$ cat src/rtl/ts_pkg.sv
`default_nettype none
// +------------------------------------------------------------------+
// | ts_pkg : training-sequence symbols, kinds, FSM states, helpers     |
// | rev 1.0 : initial release                                          |
// +------------------------------------------------------------------+
package ts_pkg;

    localparam logic [7:0] TS_COM = 8'hBC;
    localparam logic [7:0] TS1_ID = 8'h4A;
    localparam logic [7:0] TS2_ID = 8'h45;

    typedef enum logic [1:0] {
        TS_KIND_NONE = 2'b00,
        TS_KIND_TS1  = 2'b01,
        TS_KIND_TS2  = 2'b10
    } ts_kind_e;

    localparam int SYM_LINK = 1;
    localparam int SYM_LANE = 2;
    localparam int SYM_NFTS = 3;
    localparam int SYM_RATE = 4;
    localparam int SYM_CTRL = 5;

    typedef enum logic [1:0] {
        S_IDLE = 2'd0,
        S_RUN  = 2'd1,
        S_LOCK = 2'd2
    } ts_state_e;

    function automatic logic [7:0] ts_sym(input logic [127:0] w, input int k);
        return w[8*k +: 8];
    endfunction

    // Returns TS_KIND_NONE for any malformed ordered set.
    function automatic ts_kind_e ts_classify(input logic [127:0] w);
        logic all1;
        logic all2;
        all1 = 1'b1;
        all2 = 1'b1;
        for (int k = 6; k < 16; k++) begin
            all1 = all1 & (w[8*k +: 8] == TS1_ID);
            all2 = all2 & (w[8*k +: 8] == TS2_ID);
        end
        if (w[7:0] != TS_COM) return TS_KIND_NONE;
        if (all1)             return TS_KIND_TS1;
        if (all2)             return TS_KIND_TS2;
        return TS_KIND_NONE;
    endfunction

endpackage
`default_nettype wire

$ cat src/rtl/ts_gap_timer.sv
`default_nettype none
// +------------------------------------------------------------------+
// | ts_gap_timer : GAP_MAX-cycle inactivity timer, one-cycle expiry    |
// | rev 1.0 : initial release                                          |
// +------------------------------------------------------------------+
module ts_gap_timer #(
    parameter int GAP_MAX = 1024,
    parameter int GAP_W   = 11
) (
    input  logic clk,
    input  logic rst,
    input  logic restart_i,
    input  logic hold_i,
    output logic expire_o
);

    if (GAP_MAX < 2) begin : g_chk_gap_min
        $error("ts_gap_timer: GAP_MAX must be >= 2");
    end
    if ((2 ** GAP_W) <= GAP_MAX) begin : g_chk_gap_w
        $error("ts_gap_timer: GAP_W too narrow for GAP_MAX");
    end

    localparam logic [GAP_W-1:0] c_last = GAP_W'(GAP_MAX - 1);

    logic [GAP_W-1:0] cnt_q;
    logic [GAP_W-1:0] cnt_d;

    // Expiry is the edge on which the count would reach GAP_MAX.
    always_comb begin
        expire_o = !restart_i && !hold_i && (cnt_q == c_last);
        cnt_d    = cnt_q + GAP_W'(1);
        if (restart_i || hold_i || expire_o) begin
            cnt_d = '0;
        end
    end

    always_ff @(posedge clk) begin
        if (!rst) begin
            cnt_q <= '0;
        end else begin
            cnt_q <= cnt_d;
        end
    end

endmodule
`default_nettype wire

$ cat src/rtl/ts_rx_decoder.sv
`default_nettype none
// +------------------------------------------------------------------+
// | ts_rx_decoder : per-lane TS1/TS2 validator, field extract, run cnt |
// | optional macro TS_RX_ERR_CNT_EN adds err_cnt; rev 1.0              |
// +------------------------------------------------------------------+
module ts_rx_decoder
    import ts_pkg::*;
#(
    parameter int CNT_TARGET = 8,
    parameter int CNT_W      = 4,
    parameter int GAP_MAX    = 1024,
    parameter int GAP_W      = 11
) (
    input  logic               clk,
    input  logic               rst,
    input  logic               clr,
    input  logic [127:0]       ts_i,
    input  logic               ts_i_vld,
    output logic [1:0]         ts_kind,
    output logic [7:0]         link_num,
    output logic [7:0]         lane_num,
    output logic [7:0]         n_fts,
    output logic [7:0]         rate_id,
    output logic [7:0]         train_ctl,
    output logic               ts_upd,
    output logic [CNT_W-1:0]   run_cnt,
    output logic               ts1_done,
    output logic               ts2_done,
    output logic               bad_ts,
    output logic               gap_to
`ifdef TS_RX_ERR_CNT_EN
    ,
    output logic [15:0]        err_cnt
`endif
);

    if ((2 ** CNT_W) - 1 < CNT_TARGET) begin : g_chk_cnt_w
        $error("ts_rx_decoder: CNT_W too narrow for CNT_TARGET");
    end

    localparam logic [CNT_W-1:0] c_cnt_tgt = CNT_W'(CNT_TARGET);
    localparam logic [CNT_W-1:0] c_cnt_max = '1;

    ts_state_e         state_q, state_d;
    ts_kind_e          kind_q, kind_d;
    logic [5:1][7:0]   fld_q, fld_d;
    logic [CNT_W-1:0]  cnt_q, cnt_d;
    logic              done1_q, done1_d;
    logic              done2_q, done2_d;
    logic              upd_q, upd_d;
    logic              bad_q, bad_d;
    logic              gap_q, gap_d;

    ts_kind_e          w_kind;
    logic [5:1][7:0]   w_fld;
    ts_state_e         w_state_base;
    logic [CNT_W-1:0]  w_cnt_base;
    logic              w_hit;
    logic              w_expire;

    ts_gap_timer #(
        .GAP_MAX (GAP_MAX),
        .GAP_W   (GAP_W)
    ) u_gap (
        .clk       (clk),
        .rst       (rst),
        .restart_i (ts_i_vld),
        .hold_i    (clr || (state_q == S_IDLE)),
        .expire_o  (w_expire)
    );

    always_comb begin
        w_kind = ts_classify(ts_i);
        for (int k = 1; k <= 5; k++) begin
            w_fld[k] = ts_sym(ts_i, k);
        end
    end

    // clr is folded in first so a same-cycle strobe is judged from S_IDLE.
    always_comb begin
        w_state_base = clr ? S_IDLE : state_q;
        w_cnt_base   = clr ? '0 : cnt_q;
        w_hit        = 1'b0;
        state_d      = w_state_base;
        cnt_d        = w_cnt_base;
        done1_d      = done1_q && !clr;
        done2_d      = done2_q && !clr;
        kind_d       = kind_q;
        fld_d        = fld_q;
        upd_d        = 1'b0;
        bad_d        = 1'b0;
        gap_d        = 1'b0;
        if (ts_i_vld) begin
            if (w_kind == TS_KIND_NONE) begin
                bad_d   = 1'b1;
                cnt_d   = '0;
                done1_d = 1'b0;
                done2_d = 1'b0;
                state_d = S_IDLE;
            end else begin
                upd_d = 1'b1;
                if (w_state_base != S_IDLE && w_kind == kind_q && w_fld == fld_q) begin
                    cnt_d = (w_cnt_base == c_cnt_max) ? w_cnt_base : w_cnt_base + CNT_W'(1);
                end else begin
                    cnt_d  = CNT_W'(1);
                    kind_d = w_kind;
                    fld_d  = w_fld;
                end
                w_hit   = (cnt_d >= c_cnt_tgt);
                done1_d = w_hit && (kind_d == TS_KIND_TS1);
                done2_d = w_hit && (kind_d == TS_KIND_TS2);
                state_d = w_hit ? S_LOCK : S_RUN;
            end
        end else if (w_expire) begin
            gap_d   = 1'b1;
            cnt_d   = '0;
            done1_d = 1'b0;
            done2_d = 1'b0;
            state_d = S_IDLE;
        end
    end

    always_ff @(posedge clk) begin
        if (!rst) begin
            state_q <= S_IDLE;
            kind_q  <= TS_KIND_NONE;
            fld_q   <= '0;
            cnt_q   <= '0;
            done1_q <= 1'b0;
            done2_q <= 1'b0;
            upd_q   <= 1'b0;
            bad_q   <= 1'b0;
            gap_q   <= 1'b0;
        end else begin
            state_q <= state_d;
            kind_q  <= kind_d;
            fld_q   <= fld_d;
            cnt_q   <= cnt_d;
            done1_q <= done1_d;
            done2_q <= done2_d;
            upd_q   <= upd_d;
            bad_q   <= bad_d;
            gap_q   <= gap_d;
        end
    end

`ifdef TS_RX_ERR_CNT_EN
    logic [15:0] err_q;

    always_ff @(posedge clk) begin
        if (!rst) begin
            err_q <= '0;
        end else if ((bad_d || gap_d) && (err_q != 16'hFFFF)) begin
            err_q <= err_q + 16'd1;
        end
    end

    assign err_cnt = err_q;
`endif

    assign ts_kind   = kind_q;
    assign link_num  = fld_q[SYM_LINK];
    assign lane_num  = fld_q[SYM_LANE];
    assign n_fts     = fld_q[SYM_NFTS];
    assign rate_id   = fld_q[SYM_RATE];
    assign train_ctl = fld_q[SYM_CTRL];
    assign ts_upd    = upd_q;
    assign run_cnt   = cnt_q;
    assign ts1_done  = done1_q;
    assign ts2_done  = done2_q;
    assign bad_ts    = bad_q;
    assign gap_to    = gap_q;

endmodule
`default_nettype wire

$ cat config.mk
export PLATFORM = sky130hd
export DESIGN_NAME = ts_rx_decoder
export DESIGN_NICKNAME = d
export VERILOG_FILES = /design/src/rtl/ts_pkg.sv /design/src/rtl/ts_gap_timer.sv /design/src/rtl/ts_rx_decoder.sv
export SDC_FILE = /design/constraint.sdc
export NUM_CORES = 1
export LEC_CHECK = 0
export CORE_ASPECT_RATIO = 0.9
export CORE_MARGIN = 2
export CORE_UTILIZATION = 40
export DETAILED_ROUTE_END_ITERATION = 16
export PLACE_DENSITY_LB_ADDON = 0.15
export SETUP_SLACK_MARGIN = 0.2
export SYNTH_ARGS = -nofsm -noshare
export SYNTH_HDL_FRONTEND = slang
export SYNTH_SLANG_ARGS = --single-unit
$ cat constraint.sdc
create_clock -name clk -period 3.7 [get_ports clk]
set_clock_uncertainty 0.2 [all_clocks]
set_input_delay 0.74 -clock clk [delete_from_list [all_inputs] [get_ports clk]]
set_output_delay 0.74 -clock clk [all_outputs]
set_load 0.02 [all_outputs]
==> results.py <==
metrics = {
    "sta": {
        "worst_slack_ps": 415,
        "setup_viol": 0,
        "hold_viol_final": 0,
        "period_needed_ps": 3290,
        "tns_ps": 0,
        "maxSlewViolCount": 0,
        "worst_pin_slew_ps": 544,
        "slew-limit-headroom_pct": 63.7,
        "fin_crit_sh_pct": 88.8,
        "rsz0062_at_grt": "no",
        "clock.fmax_mhz": 304,
    },
    "yosys": {
        "synth_mux_area_share_pct": 0,
        "yosys-top-cells-area": "dfxtp_1 (37%), xor2_1 (11%), a21oi_1 (7.5%)",
        "synthCells": 427,
        "avgSynthCellArea_um2": 8.17,
        "synthAdderAreaFrac_pct": 0.717,
        "synth_top_area_cell": "dfxtp_1",
        "yosys.area_share.simple_pct": 29.8,
        "ys_types": 35,
        "yosysSeqAreaShare_pct": 36.7,
        "yosysWarnings": 0,
        "syn-num-nets": 561,
        "synth_area_um2": 3490,
        "synth_compound_area_share_pct": 16.0,
        "synth-xor-area-share_pct": 12.6,
        "netlist.area_leader.share_pct": 36.7,
        "synth_top_family_by_area": "simple AND/OR/NAND/NOR gates",
        "synth-seq-cells": 64,
    },
    "floorplan": {
        "ios": 183,
        "die-area_um2": 9480,
        "die_h_um": 92.6,
        "placementRows": 32,
        "initial_utilization_pct": 40.9,
        "coreArea_um2": 8530,
        "die_x_um": 102,
    },
    "route": {
        "avgRoutedWirePerCell_um": 15.4,
        "drc_errors": 0,
        "firstDrtPassIters": 6,
        "ant_nets": 0,
        "drt-vias-per-instance": 5.30,
        "wl_met1_mm": 4.78,
        "drt-initial-drc-count": 162,
        "route.vias.total": 3873,
        "highest_layer": "met4",
        "routed_wl_mm": 11.3,
        "wl_met2_mm": 5.48,
        "route.met3.wl_um": 843,
    },
    "grt": {
        "first_global_vias": 3806,
        "antenna_found_initial": 0,
        "gr-total-overflow": 0,
        "grt_usage_pct": 23.1,
        "grt_max_degree": 50,
        "grt_pass1_wl_mm": 17.5,
    },
    "critical_path": {
        "r2r_setup_slack_ps": 940,
        "endpoint_kind": "flop",
        "cp_top_family": "simple AND/OR/NAND/NOR gates",
        "worstPathArrival_ps": 3350,
        "r2r_end": "ts1_done",
        "path_class": "in2reg",
        "path_cells": "clkdlybuf4s50_1, xor2_1, nor4_1, nand4_1, nor4_1, nand2_1, or4_1, a21oi_1",
        "worst-path-buf-inv": 1,
        "worst-r2r-cell-count": 7,
        "slowest_delay_ps": 540,
        "cp_slowest_cell": "or4_1",
        "crit_required_ps": 3760,
        "path_common_cell": "nor4_1",
        "critPathLaunchType": "primary input",
        "worst-path-max-fanout": 4,
        "reg2reg_from": "rate_id[6]",
        "crit_cells": 8,
        "critPathLaunch": "ts_i[38]",
        "critPathCapture": "ts1_done",
    },
    "finish": {
        "fin_util_pct": 66.3,
        "fin_nets": 741,
        "n_antenna_cell": 0,
        "fillers": 742,
        "final_cell_mix": "clkdlybuf4s50_1 (182), dfxtp_1 (64), a21oi_1 (52)",
        "design_area_um2": 5660,
        "drive_above_1_share_pct": 5.23,
        "layout_commonest_cell": "clkdlybuf4s50_1",
        "area_growth_pct": 62.2,
    },
    "cts": {
        "h-tree-depth": 3,
        "clock_path_buffers": 2,
        "cts_setup_buffers": 0,
        "cts_buffers": 9,
        "clk_latency_ps": 330,
        "cts-root-buf": "clkbuf_8",
        "cts.sinks": 64,
        "tritoncts": "built",
        "cts_resized": 0,
        "clkTransAtPathRegs_ps": 80,
        "holdBufCountCts": 0,
    },
    "power_and_ir_drop": {
        "leakage_nw": 2.01,
        "finalPower_mw": 1.44,
        "p_clk_share_pct": 37.6,
        "power_switching_uw": 345,
        "pwr-share-comb_pct": 14.6,
        "p_sw_share_pct": 23.9,
        "power_density_nw_per_um2": 255,
        "internal_power_mw": 1.10,
        "peakVddDrop_v": 0.000166,
        "seqPwrFrac_pct": 47.8,
    },
    "placement": {
        "place_ws_ps": 50.4,
        "gp_congestion": 0.876,
        "placed_cell_area_um2": 5460,
        "port_buffers": 182,
        "dp_hpwl_mm": 8.60,
    },
    "hold_path": {
        "worstHoldPathType": "reg2reg",
        "hold_depth": 1,
    },
    "status": {
        "status": "complete, no violations",
    },
    "flow_run": {
        "maxCapViolations": 0,
    },
}
==> registers in the layout (all words and copies together) (netlist names), 2 cells and up <==
register	count
u_gap.cnt_q	11
lane_num	8
link_num	8
n_fts	8
rate_id	8
train_ctl	8
run_cnt	4
state_q	2
ts_kind	2
==> power groups by stage <==
stage          logic [mW]  registers [mW]  clock network (mW)
2_1_floorplan      0.0425           0.706                   0
5_1_grt             0.222           0.689               0.596
4_1_cts             0.210           0.689               0.559
3_3_place_gp        0.205           0.705                   0
6_report            0.210           0.689               0.543
3_5_place_dp        0.209           0.705                   0
==> cell type report <==
type / instances / area, um2 / share of cell area [%]
Multi-Input combinational cell: 334 / 2090 / 36.9
Tap cell: 119 / 149 / 2.63
Sequential cell: 64 / 1280 / 22.6
Inverter: 6 / 22.5 / 0.398
Clock buffer: 10 / 138 / 2.43
Timing Repair Buffer: 192 / 1930 / 34.2
Clock inverter: 6 / 42.5 / 0.752
==> logic make-up after synthesis <==
group           after synthesis
simple gates                176
compound gates              106
flops                        64
xor+xnor                     50
buf+inv                      29
fa+ha+maj                     2
==> layer usage <==
| layer | vias to the layer above | track usage, % |
|---|---|---|
| met2 | 156 | 39.2 |
| met1 | 1794 | 28.5 |
| met4 | 0 | 6.11 |
| met3 | 10 | 6.64 |
| li1 | 1913 | - |
| met5 | - | 0 |
==> worst reg2reg max path: cells and delay by family (launching register included) <==
family,cells,cell delay [ps]
simple gates,5,1840
flops,1,340
xor+xnor,1,160
compound gates,1,150
==> through the flow <==
stage	hold WS, ps	std cells
2_1_floorplan	226	427
3_3_place_gp	242	715
3_5_place_dp	254	715
4_1_cts	272	731
5_1_grt	290	731
6_report	265	731
==> synth_stat cells <==
cell / n
dfxtp_1: 64
a21oi_1: 52
nand3_1: 49
o21ai_0: 44
xor2_1: 44
nor2_1: 26
nand2_1: 24
nor4bb_1: 20
clkbuf_1: 15
nor4_1: 12
nand4_1: 11
nor4b_1: 8
inv_1: 6
xnor2_1: 6
nor3_1: 5
and3_1: 4
buf_2: 4
buf_6: 4
or4_1: 4
nand2b_1: 3
nor2b_1: 3
a21boi_1: 2
a31oi_1: 2
ha_1: 2
nor4_2: 2
o31ai_1: 2
a21oi_4: 1
and2_1: 1
nand3b_1: 1
nand4b_1: 1
nor3b_1: 1
nor4_4: 1
o211ai_1: 1
o21a_1: 1
o21ai_1: 1
==> how the worst min path moves through the flow <==
stage	start	to	slack (ps)
after floorplan	u_gap.cnt_q[0]	u_gap.cnt_q[0]	230
after global placement	state_q[0]	state_q[0]	240
after detailed placement	u_gap.cnt_q[0]	u_gap.cnt_q[0]	250
after CTS	u_gap.cnt_q[0]	u_gap.cnt_q[0]	270
after global routing	u_gap.cnt_q[0]	u_gap.cnt_q[0]	290
final	u_gap.cnt_q[0]	u_gap.cnt_q[0]	270
Note: power is estimated with default switching activity, not from simulation.
